--- config.mk ---
export PLATFORM = sky130hd
export DESIGN_NAME = layer_compositor
export DESIGN_NICKNAME = d
export VERILOG_FILES = /design/src/rtl/layer_compositor_pkg.sv /design/src/rtl/layer_compositor_screen_fsm.sv /design/src/rtl/layer_compositor.sv
export SDC_FILE = /design/constraint.sdc
export NUM_CORES = 1
export LEC_CHECK = 0
export BUFFER_PORTS_ARGS = -buffer_cell sky130_fd_sc_hd__buf_2
export CELL_PAD_IN_SITES_DETAIL_PLACEMENT = 2
export CELL_PAD_IN_SITES_GLOBAL_PLACEMENT = 2
export CORE_MARGIN = 2
export CORE_UTILIZATION = 35
export DETAILED_ROUTE_END_ITERATION = 12
export PLACE_DENSITY_LB_ADDON = 0.12
export SETUP_SLACK_MARGIN = 0.1
export SLEW_MARGIN = 20
export SYNTH_ARGS = -nofsm -noshare
export SYNTH_HDL_FRONTEND = slang
export SYNTH_SLANG_ARGS = --single-unit
--- constraint.sdc ---
create_clock -name clk_in -period 14.7 [get_ports clk_in]
set_clock_uncertainty 0.1 [all_clocks]
set_input_delay 1.47 -clock clk_in [delete_from_list [all_inputs] [get_ports clk_in]]
set_output_delay 1.47 -clock clk_in [all_outputs]
set_load 0.005 [all_outputs]
--- src/rtl/layer_compositor_pkg.sv ---
// Shared types, IR defaults and channel helpers for the layer compositor.
package layer_compositor_pkg;

    typedef enum logic [1:0] {
        START     = 2'd0,
        PLAY      = 2'd1,
        GAME_OVER = 2'd2
    } screen_state_t;

    localparam logic [31:0] IR_CODE_A_DEF = 32'h20DF_5BA4;
    localparam logic [31:0] IR_CODE_B_DEF = 32'h20DF_5AA5;

    // 50/50 mix of one 8-bit channel; the carry is kept so the sum never wraps.
    function automatic logic [7:0] blend50(input logic [7:0] a, input logic [7:0] b);
        logic [8:0] s;
        s = {1'b0, a} + {1'b0, b};
        return s[8:1];
    endfunction

    // Channel-wise 50/50 mix of two packed RGB888 pixels.
    function automatic logic [23:0] blend_px(input logic [23:0] a, input logic [23:0] b);
        return {blend50(a[23:16], b[23:16]),
                blend50(a[15:8],  b[15:8]),
                blend50(a[7:0],   b[7:0])};
    endfunction

endpackage

--- src/rtl/layer_compositor_screen_fsm.sv ---
// Screen-state FSM (START/PLAY/GAME_OVER) with game-over hold timer and damage flash.
module screen_fsm
    import layer_compositor_pkg::*;
#(
    parameter int          FLASH_FRAMES     = 16,
    parameter int          OVER_HOLD_FRAMES = 60,
    parameter logic [31:0] IR_CODE_A        = IR_CODE_A_DEF,
    parameter logic [31:0] IR_CODE_B        = IR_CODE_B_DEF
) (
    input  logic          i_clk,
    input  logic          i_rst_n,
    input  logic          i_nf,
    input  logic [31:0]   i_ir_code,
    input  logic          i_ir_valid,
    input  logic [2:0]    i_player_health,
    input  logic [2:0]    i_opponent_health,
    output screen_state_t o_state,
    output logic          o_flash_active,
    output logic          o_flash_red
);

    localparam logic [7:0] FLASH_LOAD = 8'(FLASH_FRAMES);
    localparam logic [7:0] HOLD_MIN   = 8'(OVER_HOLD_FRAMES);

    screen_state_t r_state;
    screen_state_t w_state_nxt;
    logic [7:0]    r_hold, w_hold_nxt;
    logic [7:0]    r_flash, w_flash_nxt;
    logic [2:0]    r_prev_p, r_prev_o;
    logic          w_ir_hit, w_dmg, w_dead;

    assign w_ir_hit = i_ir_valid && ((i_ir_code == IR_CODE_A) || (i_ir_code == IR_CODE_B));
    assign w_dmg    = (i_player_health < r_prev_p) || (i_opponent_health < r_prev_o);
    assign w_dead   = (i_player_health == 3'd0) || (i_opponent_health == 3'd0);

    // State, counters and previous-health registers.
    always_ff @(posedge i_clk or negedge i_rst_n) begin
        if (!i_rst_n) begin
            r_state  <= START;
            r_hold   <= 8'd0;
            r_flash  <= 8'd0;
            r_prev_p <= 3'd7;
            r_prev_o <= 3'd7;
        end else begin
            r_state  <= w_state_nxt;
            r_hold   <= w_hold_nxt;
            r_flash  <= w_flash_nxt;
            r_prev_p <= i_player_health;
            r_prev_o <= i_opponent_health;
        end
    end

    // Next state and counter updates; only the current state's rule is evaluated.
    always_comb begin
        w_state_nxt = r_state;
        w_hold_nxt  = r_hold;
        w_flash_nxt = r_flash;
        case (r_state)
            START:     if (w_ir_hit) w_state_nxt = PLAY;
            PLAY:      if (i_nf && w_dead) w_state_nxt = GAME_OVER;
            GAME_OVER: if (w_ir_hit && (r_hold >= HOLD_MIN)) w_state_nxt = START;
            default:   w_state_nxt = START;
        endcase

        if ((r_state != GAME_OVER) && (w_state_nxt == GAME_OVER))
            w_hold_nxt = 8'd0;
        else if ((r_state == GAME_OVER) && i_nf && (r_hold != 8'hFF))
            w_hold_nxt = r_hold + 8'd1;

        // A damage load beats the frame decrement; leaving PLAY drops the flash.
        if ((r_state == PLAY) && (w_state_nxt == PLAY)) begin
            if (w_dmg)
                w_flash_nxt = FLASH_LOAD;
            else if (i_nf && (r_flash != 8'd0))
                w_flash_nxt = r_flash - 8'd1;
        end else begin
            w_flash_nxt = 8'd0;
        end
    end

    assign o_state        = r_state;
    assign o_flash_active = (r_flash != 8'd0);
    assign o_flash_red    = r_flash[1];

endmodule

--- src/rtl/layer_compositor.sv ---
// Two-stage N-layer pixel compositor with border overlay, screen modifier and damage tint.
module layer_compositor
    import layer_compositor_pkg::*;
#(
    parameter int          NUM_LAYERS       = 8,
    parameter int          COLOR_W          = 24,
    parameter int          BORDER_X         = 960,
    parameter int          BORDER_Y         = 640,
    parameter logic [23:0] BORDER_COLOR     = 24'hFF_FF_FF,
    parameter logic [23:0] KEY_COLOR        = 24'h00_00_00,
    parameter int          FLASH_FRAMES     = 16,
    parameter int          OVER_HOLD_FRAMES = 60,
    parameter logic [31:0] IR_CODE_A        = IR_CODE_A_DEF,
    parameter logic [31:0] IR_CODE_B        = IR_CODE_B_DEF
) (
    input  logic                          clk_in,
    input  logic                          rst_n_in,
    input  logic [NUM_LAYERS*COLOR_W-1:0] layers_in,
    input  logic [NUM_LAYERS-1:0]         layer_en_in,
    input  logic [NUM_LAYERS-1:0]         blend_in,
    input  logic [COLOR_W-1:0]            start_pixel_in,
    input  logic [10:0]                   hcount_in,
    input  logic [9:0]                    vcount_in,
    input  logic                          nf_in,
    input  logic [31:0]                   ir_code_in,
    input  logic                          ir_valid_in,
    input  logic [2:0]                    player_health_in,
    input  logic [2:0]                    opponent_health_in,
    output logic [COLOR_W-1:0]            pixel_out,
    output logic [1:0]                    screen_state_out,
    output logic                          flash_active_out
);

    localparam logic [10:0] BX = 11'(BORDER_X);
    localparam logic [9:0]  BY = 10'(BORDER_Y);

    logic [NUM_LAYERS*COLOR_W-1:0] r_lay_s1;
    logic [NUM_LAYERS-1:0]         r_en_s1, r_bl_s1;
    logic [COLOR_W-1:0]            r_start_s1;
    logic                          r_border_s1;
    logic [COLOR_W-1:0]            r_pixel;
    logic                          w_border;
    logic [COLOR_W-1:0]            w_acc, w_comp, w_pix;
    screen_state_t                 w_state;
    logic                          w_flash_active, w_flash_red;

    assign w_border = ((hcount_in == BX) && (vcount_in <= BY)) ||
                      ((vcount_in == BY) && (hcount_in <= BX));

    screen_fsm #(
        .FLASH_FRAMES     (FLASH_FRAMES),
        .OVER_HOLD_FRAMES (OVER_HOLD_FRAMES),
        .IR_CODE_A        (IR_CODE_A),
        .IR_CODE_B        (IR_CODE_B)
    ) u_fsm (
        .i_clk             (clk_in),
        .i_rst_n           (rst_n_in),
        .i_nf              (nf_in),
        .i_ir_code         (ir_code_in),
        .i_ir_valid        (ir_valid_in),
        .i_player_health   (player_health_in),
        .i_opponent_health (opponent_health_in),
        .o_state           (w_state),
        .o_flash_active    (w_flash_active),
        .o_flash_red       (w_flash_red)
    );

    // Stage 1: capture layer data, controls and the border flag.
    always_ff @(posedge clk_in or negedge rst_n_in) begin
        if (!rst_n_in) begin
            r_lay_s1    <= '0;
            r_en_s1     <= '0;
            r_bl_s1     <= '0;
            r_start_s1  <= '0;
            r_border_s1 <= 1'b0;
        end else begin
            r_lay_s1    <= layers_in;
            r_en_s1     <= layer_en_in;
            r_bl_s1     <= blend_in;
            r_start_s1  <= start_pixel_in;
            r_border_s1 <= w_border;
        end
    end

    // Composite from the background (highest index) up to layer 0.
    always_comb begin
        logic [COLOR_W-1:0] lay;
        w_acc = '0;
        for (int i = NUM_LAYERS - 1; i >= 0; i--) begin
            lay = r_lay_s1[i*COLOR_W +: COLOR_W];
            if (r_en_s1[i] && (lay != KEY_COLOR))
                w_acc = r_bl_s1[i] ? blend_px(lay, w_acc) : lay;
        end
    end

    // Border overlay, then screen-specific modifier and flash tint.
    always_comb begin
        w_comp = r_border_s1 ? BORDER_COLOR : w_acc;
        w_pix  = r_start_s1;
        case (w_state)
            START: w_pix = r_start_s1;
            PLAY: begin
                w_pix = w_comp;
                if (w_flash_active && w_flash_red)
                    w_pix[23:16] = 8'hFF;
            end
            GAME_OVER: w_pix = {1'b0, w_comp[23:17], 1'b0, w_comp[15:9], 1'b0, w_comp[7:1]};
            default:   w_pix = r_start_s1;
        endcase
    end

    // Stage 2: output pixel register.
    always_ff @(posedge clk_in or negedge rst_n_in) begin
        if (!rst_n_in)
            r_pixel <= '0;
        else
            r_pixel <= w_pix;
    end

    assign pixel_out        = r_pixel;
    assign screen_state_out = w_state;
    assign flash_active_out = w_flash_active;

endmodule

* Word-level counts from Yosys, hierarchy flattened
Index checks and enable logic that the tools add are counted.
** Operators by class
- Muxes and demuxes :: 28
- Equal/unequal tests :: 11
- Order comparisons :: 5
- Add/sub/neg operators :: 23
- Reductions and logical operators :: 36
** Operator list (number)
- 24-bit 2-to-1 mux :: 17
- 24-bit nonzero test :: 8
- 8-bit by 8-bit adder with 9-bit output :: 21
- 32-bit by 30-bit equality test with 1-bit output, second input constant :: 2
- 8-bit 2-to-1 mux :: 6
- 24-bit case mux with 2 select lines :: 1
- 1-bit logical AND :: 19
- 11-bit by 10-bit equality test with 1-bit output, second input constant :: 1
- 11-bit by 10-bit <= comparator with 1-bit output, second input constant :: 1
- 10-bit equality test, second input constant :: 1
- 10-bit <= comparator, second input constant :: 1
- 8-bit by 1-bit adder with 8-bit output, second input constant :: 1
- 8-bit by 6-bit >= comparator with 1-bit output, second input constant :: 1
- 8-bit inequality test, second input constant :: 1
- 8-bit nonzero test :: 1
- 8-bit by 1-bit subtractor with 8-bit output, second input constant :: 1
- 3-bit logical NOT :: 2
- 3-bit < comparator :: 2
- 2-bit 2-to-1 mux :: 3
- 2-bit case mux with 3 select lines :: 1
- 2-bit by 1-bit equality test with 1-bit output, second input constant :: 2
- 2-bit equality test, second input constant :: 2
- 1-bit logical OR :: 4
- 3-bit by 2-bit inequality test with 1-bit output, second input constant :: 1
- other kinds (3) :: 3
** Word-level totals
- Output and inout port bits :: 27
- Register bits :: 281
- Logic and storage cells :: 114
- Bits of input ports :: 295

* Longest topological paths before layout
Gate-level depths: netlist of the first run.
- Depth in word-level cells :: 27
- Depth in mapped cells :: 64
- Gate-level depth less buffers :: 63

* Cells and area by module
From an unflattened synthesis of the first run, not the netlist that was laid out.
** Second synthesis, totals
- Cells, all modules :: 2399
- Area, all modules :: 20981.4 sq um
** Modules (own cells, without submodules)
- layer_compositor :: instances 1, cells each 2260, sequential area each 6431.2 sq um, area each 19615.1 sq um
- screen_fsm :: instances 1, cells each 139, sequential area each 608.1 sq um, area each 1366.3 sq um

* Worst setup path before layout of the first run
No wires, ideal clock.
- Kind :: register to register
- Start point :: register r_lay_s1[189]
- End point :: register r_pixel[4], in the netlist pixel_out[4]
- Period minus slack after synthesis :: 11.225 ns
- Cell stages (with the launch flop) :: 54
- Buffers on the path :: 2
- Setup time :: 0.128 ns
- Slack :: 3.475 ns
- Data required time :: 14.472 ns
- Arrival :: 10.997 ns
- Cells stage by stage :: dfrtp_1 -> nor4_1 -> nand4_1 -> o21ai_1 -> clkbuf_1 -> buf_2 -> nor2_1 -> ha_1 -> and4_1 -> a221o_1 -> a31oi_1 -> xnor2_1 -> mux2i_1 -> o21ai_0 -> ha_1 -> a21oi_1 -> nand2b_1 -> a221oi_1 -> [18 not listed] -> ha_1 -> nand2b_1 -> or2_2 -> mux2i_1 -> a2111oi_0 -> nor3_1 -> ha_1 -> a21boi_0 -> o311ai_0 -> nor3b_1 -> ha_1 -> a21oi_1 -> xnor2_1 -> mux2_2 -> a21oi_1 -> o31ai_1 -> a31oi_1 -> o31ai_1
** Between the ends
- Word-level cells in the longest chain between the ends :: 26
** Ends and longest elaborated chain
- start: declaration :: line layer_compositor.sv:37 : logic [NUM_LAYERS*COLOR_W-1:0] r_lay_s1;
- start signal: assignment :: line layer_compositor.sv:77 : r_lay_s1 <= layers_in;
- 24-bit nonzero test * :: line layer_compositor.sv:91 : if (r_en_s1[i] && (lay != KEY_COLOR))
- 1-bit logical AND * :: line layer_compositor.sv:91
- 24-bit 2-to-1 mux * :: line layer_compositor.sv:91
- 8-bit by 8-bit adder with 9-bit output :: line layer_compositor_pkg.sv:16 : s = {1'b0, a} + {1'b0, b};
- 24-bit 2-to-1 mux :: line layer_compositor.sv:92 : w_acc = r_bl_s1[i] ? blend_px(lay, w_acc) : lay;
- 24-bit 2-to-1 mux * :: line layer_compositor.sv:91
- 8-bit by 8-bit adder with 9-bit output :: line layer_compositor_pkg.sv:16
- 24-bit 2-to-1 mux :: line layer_compositor.sv:92
- [11 not listed]
- 24-bit 2-to-1 mux :: line layer_compositor.sv:92
- 24-bit 2-to-1 mux * :: line layer_compositor.sv:91
- 8-bit by 8-bit adder with 9-bit output :: line layer_compositor_pkg.sv:16
- 24-bit 2-to-1 mux :: line layer_compositor.sv:92
- 24-bit 2-to-1 mux * :: line layer_compositor.sv:91
- 24-bit 2-to-1 mux * :: line layer_compositor.sv:98 : w_comp = r_border_s1 ? BORDER_COLOR : w_acc;
- 24-bit case mux with 2 select lines * :: line layer_compositor.sv:100 : case (w_state)
- named net w_pix[4] :: line layer_compositor.sv:43 : logic [COLOR_W-1:0] w_acc, w_comp, w_pix;
- end signal: assignment :: line layer_compositor.sv:117 : r_pixel <= w_pix;
- end: declaration :: line layer_compositor.sv:41 : logic [COLOR_W-1:0] r_pixel;
Mark *: on every way through the listed nets, which the timed path passes. The rest lies on a longest branch.
A chain may end at the register's enable or synchronous reset.

* Worst setup path after layout of the first run
- Start point :: register r_lay_s1[176]
- End point :: register r_pixel[12], in the netlist pixel_out[12]
** Between the ends
- Word-level cells in the longest chain between the ends :: 26
- Elaborated cells on any way between the ends :: 27
- Those cells by class :: 7 x add/sub; 18 x mux; 2 x reduce/logical
** Ends and longest elaborated chain (line)
- 24-bit nonzero test :: layer_compositor.sv:91
- 1-bit logical AND :: layer_compositor.sv:91
- 24-bit 2-to-1 mux * :: layer_compositor.sv:91
- 8-bit by 8-bit adder with 9-bit output :: layer_compositor_pkg.sv:16
- 24-bit 2-to-1 mux :: layer_compositor.sv:92
- 24-bit 2-to-1 mux * :: layer_compositor.sv:91
- 8-bit by 8-bit adder with 9-bit output :: layer_compositor_pkg.sv:16
- 24-bit 2-to-1 mux :: layer_compositor.sv:92
- [11 not listed]
- 24-bit 2-to-1 mux :: layer_compositor.sv:92
- 24-bit 2-to-1 mux * :: layer_compositor.sv:91
- 8-bit by 8-bit adder with 9-bit output :: layer_compositor_pkg.sv:16
- 24-bit 2-to-1 mux :: layer_compositor.sv:92
- 24-bit 2-to-1 mux * :: layer_compositor.sv:91
- 24-bit 2-to-1 mux * :: layer_compositor.sv:98
- 24-bit case mux with 2 select lines * :: layer_compositor.sv:100
- named net w_pix[12] :: layer_compositor.sv:43
Marked as above.

==> results of run 1 <==
## placed cells by master (no fill, tap or decap), types with 13 or more instances in the layout
master / n
or3_1: 22
mux2i_1: 50
o31ai_1: 24
inv_1: 126
or2_2: 19
nand3_1: 51
fa_1: 21
a211oi_1: 46
o211ai_1: 53
and2_1: 27
a21o_1: 39
a211o_1: 13
xnor2_1: 55
o21a_1: 36
o2111ai_1: 17
dfrtp_1: 275
a21oi_1: 140
mux2_2: 17
nor3_1: 59
nor2b_1: 50
buf_2: 320
ha_1: 157
clkbuf_16: 34
nor4_1: 55
a31oi_1: 35
nand2b_1: 25
buf_4: 41
nand2_1: 209
a21boi_0: 23
xor2_1: 17
o21bai_1: 15
nand4_1: 26
and3_1: 21
o21ai_0: 121
nor2_1: 215
## worst max-delay path: cells and delay by family, from the launching register on
family                     cells  cell delay, ps
xor gates and xnor gates       1             100
DFF                            1             380
muxes                          1             260
buffers and inverters          3             280
AOI/OAI and AO/OA             25            5850
and+or+nand+nor               20            3880
adders and majority gates      7            2720
## cell families after synthesis
kind of cell    Yosys count  share of synthesized area (%)
flops                   281                           33.7
fa+ha+maj               178                           11.4
buf+inv                 222                           4.13
simple gates            824                           19.4
xor+xnor                 72                           3.02
mux                      71                           3.59
compound gates          746                           24.8
## registers in the layout, indices dropped and copies added (netlist names)
signal / cells
u_fsm.o_state: 2
r_lay_s1: 192
pixel_out: 24
u_fsm.r_flash: 8
r_start_s1: 24
u_fsm.r_hold: 8
r_en_s1: 8
u_fsm.r_prev_p: 3
r_border_s1: 1
r_bl_s1: 8
u_fsm.r_prev_o: 3
## how the worst max path moves through the flow
stage / from / end / slack (ps)
2_1_floorplan: r_lay_s1[189] / pixel_out[4] / 3470
3_3_place_gp: r_lay_s1[176] / pixel_out[12] / 560
3_5_place_dp: r_lay_s1[181] / pixel_out[12] / 130
4_1_cts: r_lay_s1[176] / pixel_out[12] / 100
5_1_grt: r_lay_s1[181] / pixel_out[12] / 90
6_report: r_lay_s1[176] / pixel_out[12] / 930
## layout make-up
class / count / area (um^2) / area share [%]
Inverter: 128 / 480 / 1.96
Tap cell: 773 / 967 / 3.95
Multi-Input combinational cell: 1891 / 13100 / 53.3
Clock inverter: 13 / 119 / 0.485
Antenna cell: 1 / 2.50 / 0.0102
Sequential cell: 281 / 7040 / 28.7
Timing Repair Buffer: 362 / 1920 / 7.85
Clock buffer: 45 / 922 / 3.76
## routing by layer
layer	vias to the layer above	wire [um]	GRT usage (%)
met2	471	48000	54.1
met4	4	3580	11.4
li1	9494	-	-
met1	10800	38400	36.2
met3	154	3800	3.56
met5	-	27	0
## what timing repair did
action / CTS / global route
gates resized for setup: 2 / 16
pin swaps: 0 / 2
buffers inserted: 0 / 3
setup endpoints to repair: 3 / 13
## power groups by stage
stage               Combinational (mW)  Clock (mW)  Sequential [mW]
floorplan                        0.661           0            0.876
global placement                 0.962           0            0.900
detailed placement                1.01           0            0.903
CTS                               1.02       0.838            0.891
global route                      1.13       0.865            0.896
finish                            1.02       0.812            0.891
## metrics by stage
step	hold slack [ps]	power [mW]	setup WS (ps)
6_report	373	2.72	934
5_1_grt	378	2.89	92.1
4_1_cts	366	2.74	101
3_5_place_dp	353	1.91	135
3_3_place_gp	367	1.86	558
2_1_floorplan	331	1.54	3470
==> results.md, run 1 <==
- Outcome: completed
- WL/cell: about 27 um
- CTS max path bufs: 3
- Syn_nets: 2867
- Row count: about 90
- Final worst path period need: between 10000 and 15000 ps
- Via density: ~6.0
- Ys async rst share: 100%
- Initial antenna violation count: 4
- Hpwl dp: 75300 um
- Chip height: 248 um
- Root buffer cell: clkbuf_16
- Die ar.: 0.0616 mm^2
- Synth Flop Type: dfrtp_1
- Final hold violation count: 0
- Layout Cells excl Fill: 3494
- Least-Margin Pin Slew: ~1200 ps
- PD cells: approximately 110 mW/mm^2
- GRT Total Usage: roughly 30%
- Port-buffer cells: between 300 and 400
- TritonCTS clock tree: built
- Synth top area share: roughly 33%
- Hold-fix buffers, CTS: 0
- Routed Antenna Nets: 0
- Vias in the first global route: 22.8k
- Most frequent cell after synthesis: dfrtp_1
- Setup TNS: 0 ps
- Core footprint: between 0.05 and 0.06 mm^2
- Startpoint types: flop
- Reg2Reg Depth: 57
- RSZ-0062 raised after global routing: true
- Synth-to-Final Area Change: 17.4%
- CP max-delay cell: fa_1
- Clock latency on the worst-skew pair: between 500 and 600 ps
- Boundary pin count: around 320
- Flop-to-flop setup slack: ~930 ps
- Setup Viol. Count Final: 0
- Switching pwr: around 1.0 mW
- Synth area leader: dfrtp_1
- Hold Crit Depth: 1
- Required @ worst endpoint: between 15000 and 20000 ps
- Hold Crit Start: r_start_s1[15]
- TritonCTS Buffers: 34
- CP max FO: 9
- Net Sw Frac: a little under two fifths
- Sequential cell area fraction in the yosys report: 33.7%
- GP Congestion: between 0.9 and 1
- Share of cells above drive strength 1: between 10% and 20%
- Max H-tree Level: 2
- Mapped Area: 0.0209 mm^2
- Initial DRC Count: ~1.0k
- F_max: approximately 0.073 GHz
- Synth warn: 0
- Final period util: 93.6%
- FF+latch count, synth: about 280
- Placed cell count: between 3k and 4k
- Peak VDD IR: 103 uV
- Worst rel slew slack: between 10% and 20%
- Global route overflow: 0
- Initial Util: between 30 and 40%
- Critical path type: reg -> reg
- Min-delay worst type: reg -> reg
- Synth cell count leaders: dfrtp_1 (275), nor2_1 (215), nand2_1 (209)
- Final Cell Area: ~0.025 mm^2
- Post-Route WL: around 94000 um
- R2r startpoint: r_lay_s1[176]
- Leak: ~11 nW
- Pint: between 1.5 and 2 mW
- Die outline width: 248 um
- Reg clk slew, reported paths: roughly 60 ps
- Pin count of the biggest net entering global routing: around 80
- Worst Hold End: pixel_out[15]
- Post-DP Area: roughly 0.023 mm^2
- Max Cap Viol: 0
- DRT Pass-1 Iters: 5
- Post-synth cell types: 94
- Syn Area/Cell: between 8 and 9 um^2
- Nets: about 3.2k
- DRC viols: 0
- Sink Count: approximately 280
- Element type at the critical path end: flop
- Top cells by area, synth: dfrtp_1 (33%), ha_1 (9.4%), nor2_1 (3.9%)
- Fillers: ~6.6k
- Comb pwr share: 37.5%
- Clk pwr share: between 20% and 30%
- Global-route wire length before repair: between 100000 and 150000 um
- Worst path arrival time: approximately 14000 ps
- Seq pwr share: between 30% and 40%
- Crit path top cell by count: a21oi_1
- Reg2reg end: pixel_out[12]
- Largest stage delay, worst path: ~480 ps
- Post-Syn Instances: about 2.4k
- Total number of vias: about 21k
- Post-layout util: about two fifths
- Count of pins over their slew limit: 0
- Post-synth EDFFs: 0
Power figures use the tool's default switching activity.
==> run 2: changes to the inputs <==
Settings changed: ABC_AREA from default to 1, CORE_UTILIZATION 35 to 33.
==> run 2 against run 1 <==
  * Combinational power fell by 20%
  * First-iteration DRC count shrank 17%
  * Cell area is 6.0% lower
  * Count of clock-buffer cells in the layout is 2 higher
==> results.md, run 2 <==
- Outcome: completed
- Critical path type: reg -> reg
- Comb pwr share: 31.7%
- Switching pwr: between 0.9 and 1 mW
- Die outline width: 247 um
- Port-buffer cells: ~320
- Worst rel slew slack: between 30% and 40%
- Final worst path period need: about 11000 ps
- WL/cell: around 21 um
- Synth area leader: dfrtp_1
- Vias in the first global route: between 20k and 25k
- Hpwl dp: ~62000 um
- Initial antenna violation count: 4
- Top reg by flops: r_lay_s1
- Most frequent cells in the layout: nand2_1 (601), buf_2 (320), dfrtp_1 (275), inv_1 (268), a21oi_1 (217)
- Net Sw Frac: between 30% and 40%
- PD cells: between 100 and 150 mW/mm^2
- Top cells by area, synth: dfrtp_1 (35%), nand2_1 (12%), ha_1 (10%)
- Clk pwr share: a little over a third
- F_max: between 0.08 and 0.09 GHz
- Synth cell count leaders: nand2_1 (601), dfrtp_1 (275), inv_1 (268)
- Worst Hold End: pixel_out[15]
- Routed Antenna Nets: 0
- Post-Syn Instances: approximately 2.6k
- CP max FO: 30
- Ys async rst share: 100%
- Critical path launch point: r_bl_s1[7]
- Die ar.: roughly 0.061 mm^2
- R2r startpoint: r_bl_s1[7]
- DRT Pass-1 Iters: 5
- GP Congestion: 0.901
- Total power: 2.56 mW
- Element type at the critical path end: flop
- Reg clk slew, reported paths: 60 ps
- Leak: approximately 12 nW
- RSZ-0062 raised after global routing: false
- Pin count of the biggest net entering global routing: 81
- Flop-to-flop setup slack: between 3000 and 4000 ps
- Setup Viol. Count Final: 0
- Via density: ~5.2
- Setup TNS: 0 ps
- Hold Crit Start: r_start_s1[15]
- Required @ worst endpoint: 15050 ps
- Worst path arrival time: 11680 ps
- Post-synth cell types: 58
- Met2 Use GR: a little over two fifths
- Initial DRC Count: ~860
- Initial Util: 33.2%
- Startpoint types: flop
- Mapped Area: between 0.015 and 0.02 mm^2
- GRT Total Usage: between 20% and 30%
- CTS max path bufs: 3
- Root buffer cell: clkbuf_16
- Resized Gates After CTS: 0
- Count of pins over their slew limit: 0
- Synth top area share: roughly a third
- Met1 GRT Util: 34.5%
- Share of cells above drive strength 1: roughly 17%
- Clock latency on the worst-skew pair: ~590 ps
- TritonCTS Buffers: 35
- Sink Count: ~280
- Total number of vias: between 15k and 20k
- Hold-fix buffers, CTS: 0
- Syn_nets: ~3.0k
- Sequential cell area fraction in the yosys report: a little over a third
- Least-Margin Pin Slew: 987 ps
- CP max-delay cell: dfrtp_1
- Max H-tree Level: 2
- Largest stage delay, worst path: 900 ps
- Crit path top cell by count: o21ai_0
- Post-Route WL: 77000 um
- Peak VDD IR: ~93 uV
- Boundary pin count: between 300 and 400
- Hold Crit Depth: 2
- Syn Area/Cell: ~7.6 um^2
- Row count: 89
- Max reg flops: between 150 and 200
- FF+latch count, synth: between 200 and 300
- Synth-to-Final Area Change: 18.0%
- Reg2Reg Depth: slightly below 60
- Synth warn: 0
- Chip height: 247 um
- Synth Flop Type: dfrtp_1
- Seq pwr share: between 30% and 40%
- Met3 GRT Util: approximately 3.3%
- Final hold violation count: 0
- TritonCTS clock tree: built
- DRC viols: 0
- Most common cell after layout, fill and taps aside: nand2_1
- Reg2reg end: pixel_out[13]
- Setup Buffers After CTS: 0
- Global-route wire length before repair: 120000 um
- Global route overflow: 0
- Core footprint: ~0.06 mm^2
- Min-delay worst type: reg -> reg
- Most frequent cell after synthesis: nand2_1
- Pint: between 1.5 and 2 mW
- Most used routing layer: met2
- Post-synth EDFFs: 0
- Final period util: a little under 80%
- Max Cap Viol: 0
- Nets: around 3.3k
[run 2: cell type report]
cell class	count	area, um^2
Fill cell	6873	35700
Tap cell	773	967
Inverter	282	1070
Sequential cell	281	7040
Antenna cell	2	5.00
Timing Repair Buffer	335	1720
Multi-Input combinational cell	1926	11100
Clock inverter	14	193
Clock buffer	47	981
[run 2: power groups by stage]
| stage | Clock, mW | Combinational (mW) | Sequential [mW] |
|---|---|---|---|
| final | 0.894 | 0.812 | 0.854 |
| after global routing | 0.957 | 0.921 | 0.858 |
| after CTS | 0.927 | 0.816 | 0.854 |
| after detailed placement | 0 | 0.808 | 0.867 |
| after global placement | 0 | 0.766 | 0.867 |
| after floorplan | 0 | 0.545 | 0.846 |
[run 2: cells by family (layout without fill, tap and decap cells)]
group | after synthesis | after routing | synth area share (%)
buffers and inverters | 358 | 678 | 7.29
muxes | 1 | 1 | 0.0512
DFF | 281 | 281 | 36.0
adders and majority gates | 178 | 178 | 12.2
xor gates and xnor gates | 77 | 77 | 3.45
other | 0 | 2 | 0
AOI/OAI and AO/OA | 530 | 530 | 15.7
and+or+nand+nor | 1140 | 1140 | 25.3
[run 2: critical path, delay by kind of cell, from the launching register on]
family	cells	cell delay [ps]
buffers and inverters	7	890
XOR/XNOR	2	290
flip-flops	1	900
AO/OA/AOI/OAI	28	4820
adder cells (fa/ha/maj)	7	2380
AND/OR/NAND/NOR	15	1800
[run 2: worst max-delay path by stage]
stage,to,cells after the start
4_1_cts,pixel_out[3],61
5_1_grt,pixel_out[6],63
6_report,pixel_out[13],59
3_5_place_dp,pixel_out[4],61
3_3_place_gp,pixel_out[12],58
2_1_floorplan,pixel_out[14],70
[run 2: stage by stage]
step | setup slack (ps) | std cells | hold slack [ps] | util [%] | cell area (um^2)
floorplan | 5960 | 2565 | 325 | - | 19500
global placement | 3840 | 3597 | 347 | 37.2 | 21900
detailed placement | 3360 | 3597 | 359 | 37.2 | 21900
CTS | 3310 | 3658 | 380 | 39.2 | 23000
global route | 2050 | 3659 | 404 | 39.2 | 23000
finish | 3370 | 3660 | 374 | 39.2 | 23100
[run 2: per-layer routing]
layer  routed length [um]  up-vias
met1                36500     9390
met5                   38        -
li1                     -     9124
met4                 1600        6
met3                 2420       74
met2                36400      255
